$ cat src/rtl/inst_cache_lines_if.sv
// Fetch-side and RAM-side signals of the instruction cache, bundled as one bus.
//
// Handshake: the cache holds readRAM high with a stable ramAddr for as long as a
// line fill is in progress; the RAM answers by raising ramReady for one cycle per
// word, with outRAM valid for the current ramAddr in that same cycle. The cache
// takes the word at that rising edge and moves ramAddr on to the next word.
interface inst_cache_lines_if #(
    parameter int ADDR_W = 32,
    parameter int CNT_W  = 64
);
    logic [ADDR_W-1:0] address;
    logic              stall;
    logic              flush;
    logic [31:0]       outData;
    logic              miss;
    logic              readRAM;
    logic [ADDR_W-1:0] ramAddr;
    logic [31:0]       outRAM;
    logic              ramReady;
    logic [CNT_W-1:0]  hitCount;
    logic [CNT_W-1:0]  missCount;
    logic              fsm_state;   // 0 = IDLE, 1 = FILL

    modport slave (
        input  address, stall, flush, outRAM, ramReady,
        output outData, miss, readRAM, ramAddr, hitCount, missCount, fsm_state
    );

    modport master (
        output address, stall, flush, outRAM, ramReady,
        input  outData, miss, readRAM, ramAddr, hitCount, missCount, fsm_state
    );
endinterface

$ cat src/rtl/inst_cache_lines.sv
// Direct-mapped instruction cache with multi-word lines. Hits return the word
// combinationally; a miss refills the whole line as a word burst from RAM.
// Tag and valid are only written on the last beat, so a partly filled line can
// never hit. Hit and miss counters support cache analysis.
module inst_cache_lines #(
    parameter int LINES          = 32,
    parameter int WORDS_PER_LINE = 4,
    parameter int ADDR_W         = 32,
    parameter int CNT_W          = 64
) (
    input logic                 clock,
    input logic                 reset,
    inst_cache_lines_if.slave   bus
);
    localparam int OFF_W = $clog2(WORDS_PER_LINE);
    localparam int IDX_W = $clog2(LINES);
    localparam int TAG_W = ADDR_W - IDX_W - OFF_W - 2;
    localparam int BW    = (OFF_W > 0) ? OFF_W : 1;
    localparam logic [ADDR_W-1:0] LINE_MASK = ADDR_W'(WORDS_PER_LINE * 4 - 1);
    localparam logic [ADDR_W-1:0] WORD_MASK = ADDR_W'(WORDS_PER_LINE - 1);
    localparam logic [BW-1:0]     LAST_BEAT = BW'(WORDS_PER_LINE - 1);

    typedef enum logic {IDLE = 1'b0, FILL = 1'b1} state_t;

    state_t            state_q, state_d;
    logic [LINES-1:0]  valid_q;
    logic [TAG_W-1:0]  tag_arr  [LINES];
    logic [31:0]       data_arr [LINES][WORDS_PER_LINE];

    logic [TAG_W-1:0]  lat_tag;
    logic [IDX_W-1:0]  lat_idx;
    logic [BW-1:0]     beat_q;
    logic              flush_pend;
    logic              read_q;
    logic [ADDR_W-1:0] ram_addr_q;
    logic [CNT_W-1:0]  hit_cnt, miss_cnt;

    logic [TAG_W-1:0]  addr_tag;
    logic [IDX_W-1:0]  addr_idx;
    logic [BW-1:0]     addr_word;
    logic              hit;

    logic start_fill, count_hit, clear_idle, beat_fire, last_fire;

    // Split the fetch address and perform the tag lookup.
    always_comb begin
        addr_tag  = TAG_W'(bus.address >> (IDX_W + OFF_W + 2));
        addr_idx  = IDX_W'(bus.address >> (OFF_W + 2));
        addr_word = BW'((bus.address >> 2) & WORD_MASK);
        hit       = valid_q[addr_idx] && (tag_arr[addr_idx] == addr_tag);
    end

    assign bus.miss      = !(hit && (state_q == IDLE));
    assign bus.outData   = bus.stall ? 32'd0 : data_arr[addr_idx][addr_word];
    assign bus.readRAM   = read_q;
    assign bus.ramAddr   = ram_addr_q;
    assign bus.hitCount  = hit_cnt;
    assign bus.missCount = miss_cnt;
    assign bus.fsm_state = state_q;

    // Next-state and control decode; flush in IDLE takes priority over a fill.
    always_comb begin
        state_d    = state_q;
        start_fill = 1'b0;
        count_hit  = 1'b0;
        clear_idle = 1'b0;
        beat_fire  = 1'b0;
        last_fire  = 1'b0;
        case (state_q)
            IDLE: begin
                if (bus.flush) begin
                    clear_idle = 1'b1;
                end else if (hit) begin
                    count_hit = !bus.stall;
                end else begin
                    start_fill = 1'b1;
                    state_d    = FILL;
                end
            end
            FILL: begin
                if (bus.ramReady) begin
                    beat_fire = 1'b1;
                    if (beat_q == LAST_BEAT) begin
                        last_fire = 1'b1;
                        state_d   = IDLE;
                    end
                end
            end
            default: state_d = IDLE;
        endcase
    end

    // State register.
    always_ff @(posedge clock or posedge reset) begin
        if (reset) state_q <= IDLE;
        else       state_q <= state_d;
    end

    // Fill control: latched line, beat counter, RAM request and statistics.
    always_ff @(posedge clock or posedge reset) begin
        if (reset) begin
            lat_tag    <= '0;
            lat_idx    <= '0;
            beat_q     <= '0;
            flush_pend <= 1'b0;
            read_q     <= 1'b0;
            ram_addr_q <= '0;
            hit_cnt    <= '0;
            miss_cnt   <= '0;
        end else begin
            if (count_hit) hit_cnt <= hit_cnt + CNT_W'(1);
            if (start_fill) begin
                lat_tag    <= addr_tag;
                lat_idx    <= addr_idx;
                beat_q     <= '0;
                ram_addr_q <= bus.address & ~LINE_MASK;
                read_q     <= 1'b1;
                miss_cnt   <= miss_cnt + CNT_W'(1);
            end
            if (beat_fire) begin
                beat_q     <= beat_q + BW'(1);
                ram_addr_q <= ram_addr_q + ADDR_W'(4);
            end
            if (last_fire) begin
                read_q     <= 1'b0;
                flush_pend <= 1'b0;
            end else if (state_q == FILL && bus.flush) begin
                flush_pend <= 1'b1;
            end
        end
    end

    // Valid bits: a flush (immediate or pending) always beats a new line.
    always_ff @(posedge clock or posedge reset) begin
        if (reset) begin
            valid_q <= '0;
        end else if (clear_idle) begin
            valid_q <= '0;
        end else if (last_fire) begin
            if (flush_pend || bus.flush) valid_q <= '0;
            else                         valid_q[lat_idx] <= 1'b1;
        end
    end

    // Line storage: data per beat, tag on the final beat.
    always_ff @(posedge clock) begin
        if (beat_fire) data_arr[lat_idx][beat_q] <= bus.outRAM;
        if (last_fire) tag_arr[lat_idx] <= lat_tag;
    end
endmodule

$ cat src/flat_wrapper.sv
// flat-port wrapper written by rule: the top's interface ports become plain ports
module inst_cache_lines_flat 
#(
    parameter int LINES          = 32,
    parameter int WORDS_PER_LINE = 4,
    parameter int ADDR_W         = 32,
    parameter int CNT_W          = 64
)
  (clock, reset, bus_address, bus_stall, bus_flush, bus_outRAM, bus_ramReady, bus_outData, bus_miss, bus_readRAM, bus_ramAddr, bus_hitCount, bus_missCount, bus_fsm_state);
  inst_cache_lines_if #(.ADDR_W(ADDR_W), .CNT_W(CNT_W)) bus_i ();
  input logic clock;
  input logic reset;
  input wire logic [$bits(bus_i.address)-1:0] bus_address;
  input wire logic [$bits(bus_i.stall)-1:0] bus_stall;
  input wire logic [$bits(bus_i.flush)-1:0] bus_flush;
  input wire logic [$bits(bus_i.outRAM)-1:0] bus_outRAM;
  input wire logic [$bits(bus_i.ramReady)-1:0] bus_ramReady;
  output wire logic [$bits(bus_i.outData)-1:0] bus_outData;
  output wire logic [$bits(bus_i.miss)-1:0] bus_miss;
  output wire logic [$bits(bus_i.readRAM)-1:0] bus_readRAM;
  output wire logic [$bits(bus_i.ramAddr)-1:0] bus_ramAddr;
  output wire logic [$bits(bus_i.hitCount)-1:0] bus_hitCount;
  output wire logic [$bits(bus_i.missCount)-1:0] bus_missCount;
  output wire logic [$bits(bus_i.fsm_state)-1:0] bus_fsm_state;
  assign bus_i.address = bus_address;
  assign bus_i.stall = bus_stall;
  assign bus_i.flush = bus_flush;
  assign bus_i.outRAM = bus_outRAM;
  assign bus_i.ramReady = bus_ramReady;
  assign bus_outData = bus_i.outData;
  assign bus_miss = bus_i.miss;
  assign bus_readRAM = bus_i.readRAM;
  assign bus_ramAddr = bus_i.ramAddr;
  assign bus_hitCount = bus_i.hitCount;
  assign bus_missCount = bus_i.missCount;
  assign bus_fsm_state = bus_i.fsm_state;
  inst_cache_lines #(.LINES(LINES), .WORDS_PER_LINE(WORDS_PER_LINE), .ADDR_W(ADDR_W), .CNT_W(CNT_W)) u_core (.clock(clock), .reset(reset), .bus(bus_i));
endmodule
$ cat config.mk
export PLATFORM = sky130hd
export DESIGN_NAME = inst_cache_lines_flat
export DESIGN_NICKNAME = d
export VERILOG_FILES = /design/src/rtl/inst_cache_lines_if.sv /design/src/rtl/inst_cache_lines.sv /design/src/flat_wrapper.sv
export SDC_FILE = /design/constraint.sdc
export NUM_CORES = 2
export LEC_CHECK = 0
export CORE_AREA = 4 4 856 773
export CTS_CLUSTER_DIAMETER = 100
export CTS_CLUSTER_SIZE = 28
export DETAILED_ROUTE_END_ITERATION = 10
export DIE_AREA = 0 0 860 777
export GPL_TIMING_DRIVEN = 0
export PLACE_DENSITY = 0.52
export SYNTH_ARGS = -nofsm -noshare
export SYNTH_HDL_FRONTEND = slang
export SYNTH_MEMORY_MAX_BITS = 65536
export SYNTH_SLANG_ARGS = --single-unit
$ cat constraint.sdc
create_clock -name clock -period 9.7 [get_ports clock]
set_input_delay 1.94 -clock clock [delete_from_list [all_inputs] [get_ports clock]]
set_output_delay 1.94 -clock clock [all_outputs]
set_load 0.005 [all_outputs]
; Word level (Yosys, flattened, before mapping)
; Memories as Yosys holds them, arrays and structs flattened.
; Cells that the tools add are included.
[classes]
addsub = 4
order_cmp = 6
eq_ne = 2
muxes = 41
bitwise = 4
reduce_logical = 12
[op_table]
columns = op, n
row1 = two-way mux 32 bit, 9
row2 = adder 64 x 1 -> 64 bit (second input constant), 2
row3 = two-way mux 128 bit, 1
row4 = binary-select mux 32 bit (select 2 bit), 1
row5 = demux 32 bit (select 2 bit), 1
row6 = adder 32 x 3 -> 32 bit (second input constant), 1
row7 = OR 32 bit, 1
row8 = two-way mux 1 bit, 24
row9 = == test 23 bit, 1
row10 = < comparator 5 x 6 -> 1 bit (second input constant), 2
row11 = nonzero test 2 bit, 4
row12 = greater-or-equal comparator 3 bit (second input constant), 2
row13 = NOT 2 -> 3 bit, 2
row14 = binary-select mux 1 bit (select 5 bit), 1
row15 = demux 1 bit (select 5 bit), 1
row16 = greater-or-equal comparator 5 x 1 -> 1 bit (second input constant), 1
row17 = logical AND 1 bit, 5
row18 = two-way mux 2 bit, 2
row19 = < comparator 3 x 1 -> 1 bit (second input constant), 1
row20 = adder 2 x 1 -> 2 bit (second input constant), 1
row21 = == test 2 bit (second input constant), 1
row22 = zero test 1 bit, 2
row23 = one-hot mux 1 bit (2 select lines), 1
row24 = logical OR 1 bit, 1
row25 = NOT 1 bit, 1
[word_totals]
ff_bits = 225
ramBits = 4832
input_bits = 69
out_inout_bits = 195
wordCells = 81
memories = 2
[mem_list]
columns = name, depth, word_bits, read_ports, rd_clocked_by_memory_dff, wr, line
row1 = u_core.data_arr, 32, 128, 1, 0, 1, inst_cache_lines.sv:28  ; logic [31:0] data_arr [LINES][WORDS_PER_LINE];
row2 = u_core.tag_arr, 32, 23, 1, 0, 1, inst_cache_lines.sv:27  ; logic [TAG_W-1:0] tag_arr [LINES];

; Depth between registers and ports, before layout
[logic_depth]
word_depth = 8
depth_mapped = 18
depth_no_buf = 11

; Least setup slack after synthesis
; No wires, ideal clock.
[synth_timing]
kind = input -> output
from = input bus_address[4]
to = output bus_outData[14]
t_arrival_ns = 5.400
required_ns = 7.760
path_slack_ns = 2.360
path_stages = 12
cell_sequence = buf_6 buf_4 buf_2 clkbuf_1 buf_2 buf_2 buf_1 mux4_2 mux4_2 mux4_2 mux2i_1 nor2_1
[synth_via]
elab_chain_len = 5
[synth_rtl]
columns = item, line
row1 = from (decl), flat_wrapper.sv:13  ; input wire logic [$bits(bus_i.address)-1:0] bus_address;
row2 = memory (32 x 128 bit), n/a
row3 = binary-select mux 32 bit (select 2 bit), inst_cache_lines.sv:54  ; assign bus.outData = bus.stall ? 32'd0 : data_arr[addr_idx][addr_word];
row4 = two-way mux 32 bit (not written as such) (2 in a row), inst_cache_lines.sv:54
row5 = two-way mux 32 bit, inst_cache_lines.sv:54
row6 = to (decl), flat_wrapper.sv:18  ; output wire logic [$bits(bus_i.outData)-1:0] bus_outData;
; No other way between the ends. The select of a mux whose other input is x is not followed.

; Worst setup path after layout
[layout_timing]
from = input bus_address[8]
to = output bus_outData[15]
; The elaborated chain is that of the path after synthesis.

==> impl_metrics.json <==
{
  "outcome": "finished with violations",
  "failed_checks": "max-capacitance violations, max-slew violations",
  "place_congestion": 0.862,
  "final_layout_size_suffix_gt1_share_pct": 25.3,
  "synth-edff-count": 4832,
  "htree_levels": 4,
  "timing.reg2reg.setup_slack_ns": 4.22,
  "start_util_pct": 29.9,
  "clk_pin_slew_worst_paths_ns": 0.12,
  "clock.fmax_mhz": 104,
  "rsz_0062_raised_after_global_routing": "false",
  "netlist_top_cells_area": "edfxtp_1 74%, mux4_2 16%, dfrtp_1 2.9%",
  "final.period_utilization_pct": 99.3,
  "synth_top_family_by_area": "multiplexers",
  "io_buffer_count": 254,
  "clk_root_buffer_cell": "clkbuf_16",
  "ir_drop_mv": 0.177,
  "synth_compound_gate_area_share_pct": 1.12,
  "synth_cell_count_leaders": "4832 x edfxtp_1, 1403 x mux4_2, 306 x mux2i_1",
  "netlist.top_cell.by_area": "edfxtp_1",
  "clock_insertion_delay_worst_skew_ns": 1.03,
  "grt_max_degree": 105,
  "max_slew.worst_pin.slew_ns": 1.57,
  "post-route-drc-count": 0,
  "worst_hold_path_type": "reg -> reg",
  "cts_max_path_bufs": 4,
  "report.final.slew_viol_count": 6,
  "grt_util_all_layers_pct": 17.4,
  "ff2ff_path_depth": 11,
  "worstReg2RegEnd": "u_core.bus.ramAddr[28]$_DFFE_PP0P_",
  "via_cell_ratio": 5.30,
  "power_per_cell_area_mw_per_mm2": 182,
  "die_height_um": 777,
  "post-cts-setup-buffer-count": 0,
  "hold_start": "u_core.bus.hitCount[63]$_DFFE_PP0P_",
  "whs_path_depth": 1,
  "dr_total_vias": 95480,
  "cts_tree": "built",
  "worstSetupStartpointType": "primary input",
  "ys_types": 71,
  "p_switching_uw": 10100,
  "chipWidth_um": 860,
  "critical_path_data_required_time_ns": 7.76,
  "worstPathArrival_ns": 7.70,
  "timing_worst_setup_path_type": "in -> out",
  "ys.warnings.count": 0,
  "cts.hold.buffers_added": 0,
  "finalCriticalPeriod_ns": 9.64,
  "placementRows": 282,
  "power.static_leakage_uw": 0.0675,
  "detailedRoute.firstIterationViolations": 14131,
  "synth-simple-area-share_pct": 2.15,
  "cts.sinks": 5055,
  "yosys.area_share.adder_pct": 0.0448,
  "share_seq_of_total_power_pct": 63.1,
  "placeableCoreArea_mm2": 0.653,
  "route.final.wire_length_um": 599000,
  "post_synth_inst_count": 8591,
  "setup-violations-final": 0,
  "timing.critical_path.from": "bus_address[8]",
  "drtAntennaViolNets": 0,
  "timing.slew.headroom_pct": -5.03,
  "synthesis.area_mm2": 0.196,
  "power.share.clock_pct": 26.6,
  "async_reset_ff_share_pct": 4.41,
  "drv_cap": 1,
  "yosysTopAreaCellShare_pct": 74.2,
  "skew_ns": 0.157,
  "worst-path-max-fanout": 10,
  "synth_seq_cells": 5055,
  "antenna_found_initial": 64,
  "parity_gate_share_of_the_synthesized_area_counting_xor_and_xnor_cells_pct": 0.645,
  "netSwitchingFraction_pct": 25.0,
  "numnets_final": 9340,
  "layout-area-overhead-vs-synth_pct": 13.2,
  "whs_endpoint": "u_core.bus.hitCount[63]$_DFFE_PP0P_",
  "vias_in_the_first_global_route": 94784,
  "ios": 264,
  "total_power_uw": 40400,
  "yosysMostFrequentCell": "edfxtp_1",
  "cts_buffers": 208,
  "end_kind": "primary output",
  "power.combinational.fraction_pct": 10.3,
  "drtPass1Iterations": 6,
  "internal_power_uw": 30300,
  "synth_flop_cell": "edfxtp_1",
  "hold_viol_final": 0,
  "fin_tns_setup_ns": 0,
  "critical_register_to_register_path_startpoint": "u_core.tag_arr[8][0]$_DFFE_PP_",
  "die_area_mm2": 0.668,
  "seq_area_frac_synth_pct": 77.1,
  "global_route_wire_length_before_repair_um": 813000,
  "fillers": 60093,
  "place_hpwl_um": 415000,
  "synth_mux_area_share_pct": 17.8,
  "routed_wire_length_per_instance_um": 33.3,
  "grt_overflow_total": 0,
  "postSynthAreaPerCell_um2": 22.8
}
[worst max path at each step]
stage	endpoint	slack (ns)	cells after the start
after global routing	bus_outData[15]	0.03	10
final	bus_outData[15]	0.06	10
after CTS	bus_outData[13]	0.05	10
after detailed placement	bus_outData[30]	-2.31	14
after floorplan	u_core.beat_q[0]$_DFFE_PP0P_	1.65	1
after global placement	bus_outData[28]	-4.49	14
[per-layer routing]
metal | vias up | share of wire, % | global-route usage (%)
li1 | 37412 | - | -
met1 | 52956 | 41 | 24.6
met2 | 4465 | 47 | 27.7
met3 | 637 | 8.6 | 3.07
met4 | 10 | 3.6 | 5.23
met5 | - | 0.0098 | 0
[through the flow]
stage / util [%] / worst slack (ns) / std cells / hold WS, ns / instance area, µm²
after floorplan: - / 1.65 / 8592 / 0.457 / 196000
after global placement: 32.0 / -4.49 / 17508 / 0.456 / 209000
after detailed placement: 32.9 / -2.31 / 17715 / 0.464 / 215000
after CTS: 33.9 / 0.0500 / 17988 / 0.484 / 221000
after global routing: 33.9 / 0.0301 / 17993 / 0.513 / 221000
final: 33.9 / 0.0646 / 18011 / 0.480 / 221000
[final cells by class]
| cell class | count | area (µm²) | share of cell area, % |
|---|---|---|---|
| clock buffers | 247 | 5390 | 2.44 |
| flip-flops and latches | 5055 | 151000 | 68.1 |
| repair buffers | 464 | 7320 | 3.31 |
| diodes | 20 | 50.0 | 0.0226 |
| clock inverters | 28 | 382 | 0.172 |
| plain buffers | 475 | 2580 | 1.17 |
| well taps | 8662 | 10800 | 4.89 |
| inverters | 26 | 105 | 0.0475 |
| multi-input cells | 3034 | 44100 | 19.9 |
[power groups by stage]
stage / logic [µW] / registers, µW / clock network (µW)
final: 4170 / 25500 / 10800
after global routing: 4310 / 25500 / 11800
after CTS: 4160 / 25400 / 11000
after detailed placement: 4110 / 25900 / 0
after global placement: 3770 / 26000 / 0
after floorplan: 1800 / 25700 / 0
[flip-flops by register name (all words and copies together), names as in the netlist]
signal,cells
u_core.bus.ramAddr,30
u_core.lat_tag,23
u_core.bus.readRAM,1
u_core.lat_idx,5
u_core.data_arr,4096
u_core.flush_pend,1
u_core.bus.hitCount,64
u_core.tag_arr,736
u_core.bus.missCount,64
u_core.beat_q,2
u_core.valid_q,32
u_core.bus.fsm_state,1
[timing repair]
item	CTS	global route
hold endpoints to repair	0	0
endpoints found under the setup margin	32	0
gates resized for setup	204	0
[cell families (layout without fill, tap and decap cells)]
family,after synthesis,after routing
muxes,1724,1724
xor gates and xnor gates,144,144
adders and majority gates,7,7
AOI/OAI and AO/OA,306,306
other,1,22
DFF,5055,5055
and+or+nand+nor,851,851
buffers and inverters,503,1240
[layout by cell type (no fill, tap or decap), types with 38 or more instances in the layout]
| master | count |
|---|---|
| buf_2 | 55 |
| buf_16 | 86 |
| nand3_1 | 94 |
| buf_1 | 76 |
| buf_6 | 38 |
| mux2i_1 | 277 |
| clkbuf_2 | 74 |
| dfrtp_1 | 223 |
| nor2_1 | 109 |
| buf_12 | 120 |
| clkdlybuf4s50_1 | 221 |
| nor2_4 | 160 |
| buf_4 | 42 |
| a22oi_1 | 108 |
| and3_1 | 54 |
| mux4_2 | 1403 |
| clkbuf_1 | 211 |
| nor3_1 | 71 |
| a31oi_1 | 40 |
| xor2_1 | 116 |
| edfxtp_1 | 4832 |
| clkbuf_16 | 209 |
| nand2_1 | 175 |
[worst max-delay path: stages]
cell             delay (ns)
clkdlybuf4s50_1        0.66
clkinv_1               0.42
clkbuf_2               0.72
clkbuf_2               0.77
clkbuf_2               0.55
mux4_2                 0.71
mux4_2                 0.73
mux2i_2                0.41
nor2_1                 0.07
clkdlybuf4s50_1        0.58
Power figures use the tool's default switching activity.
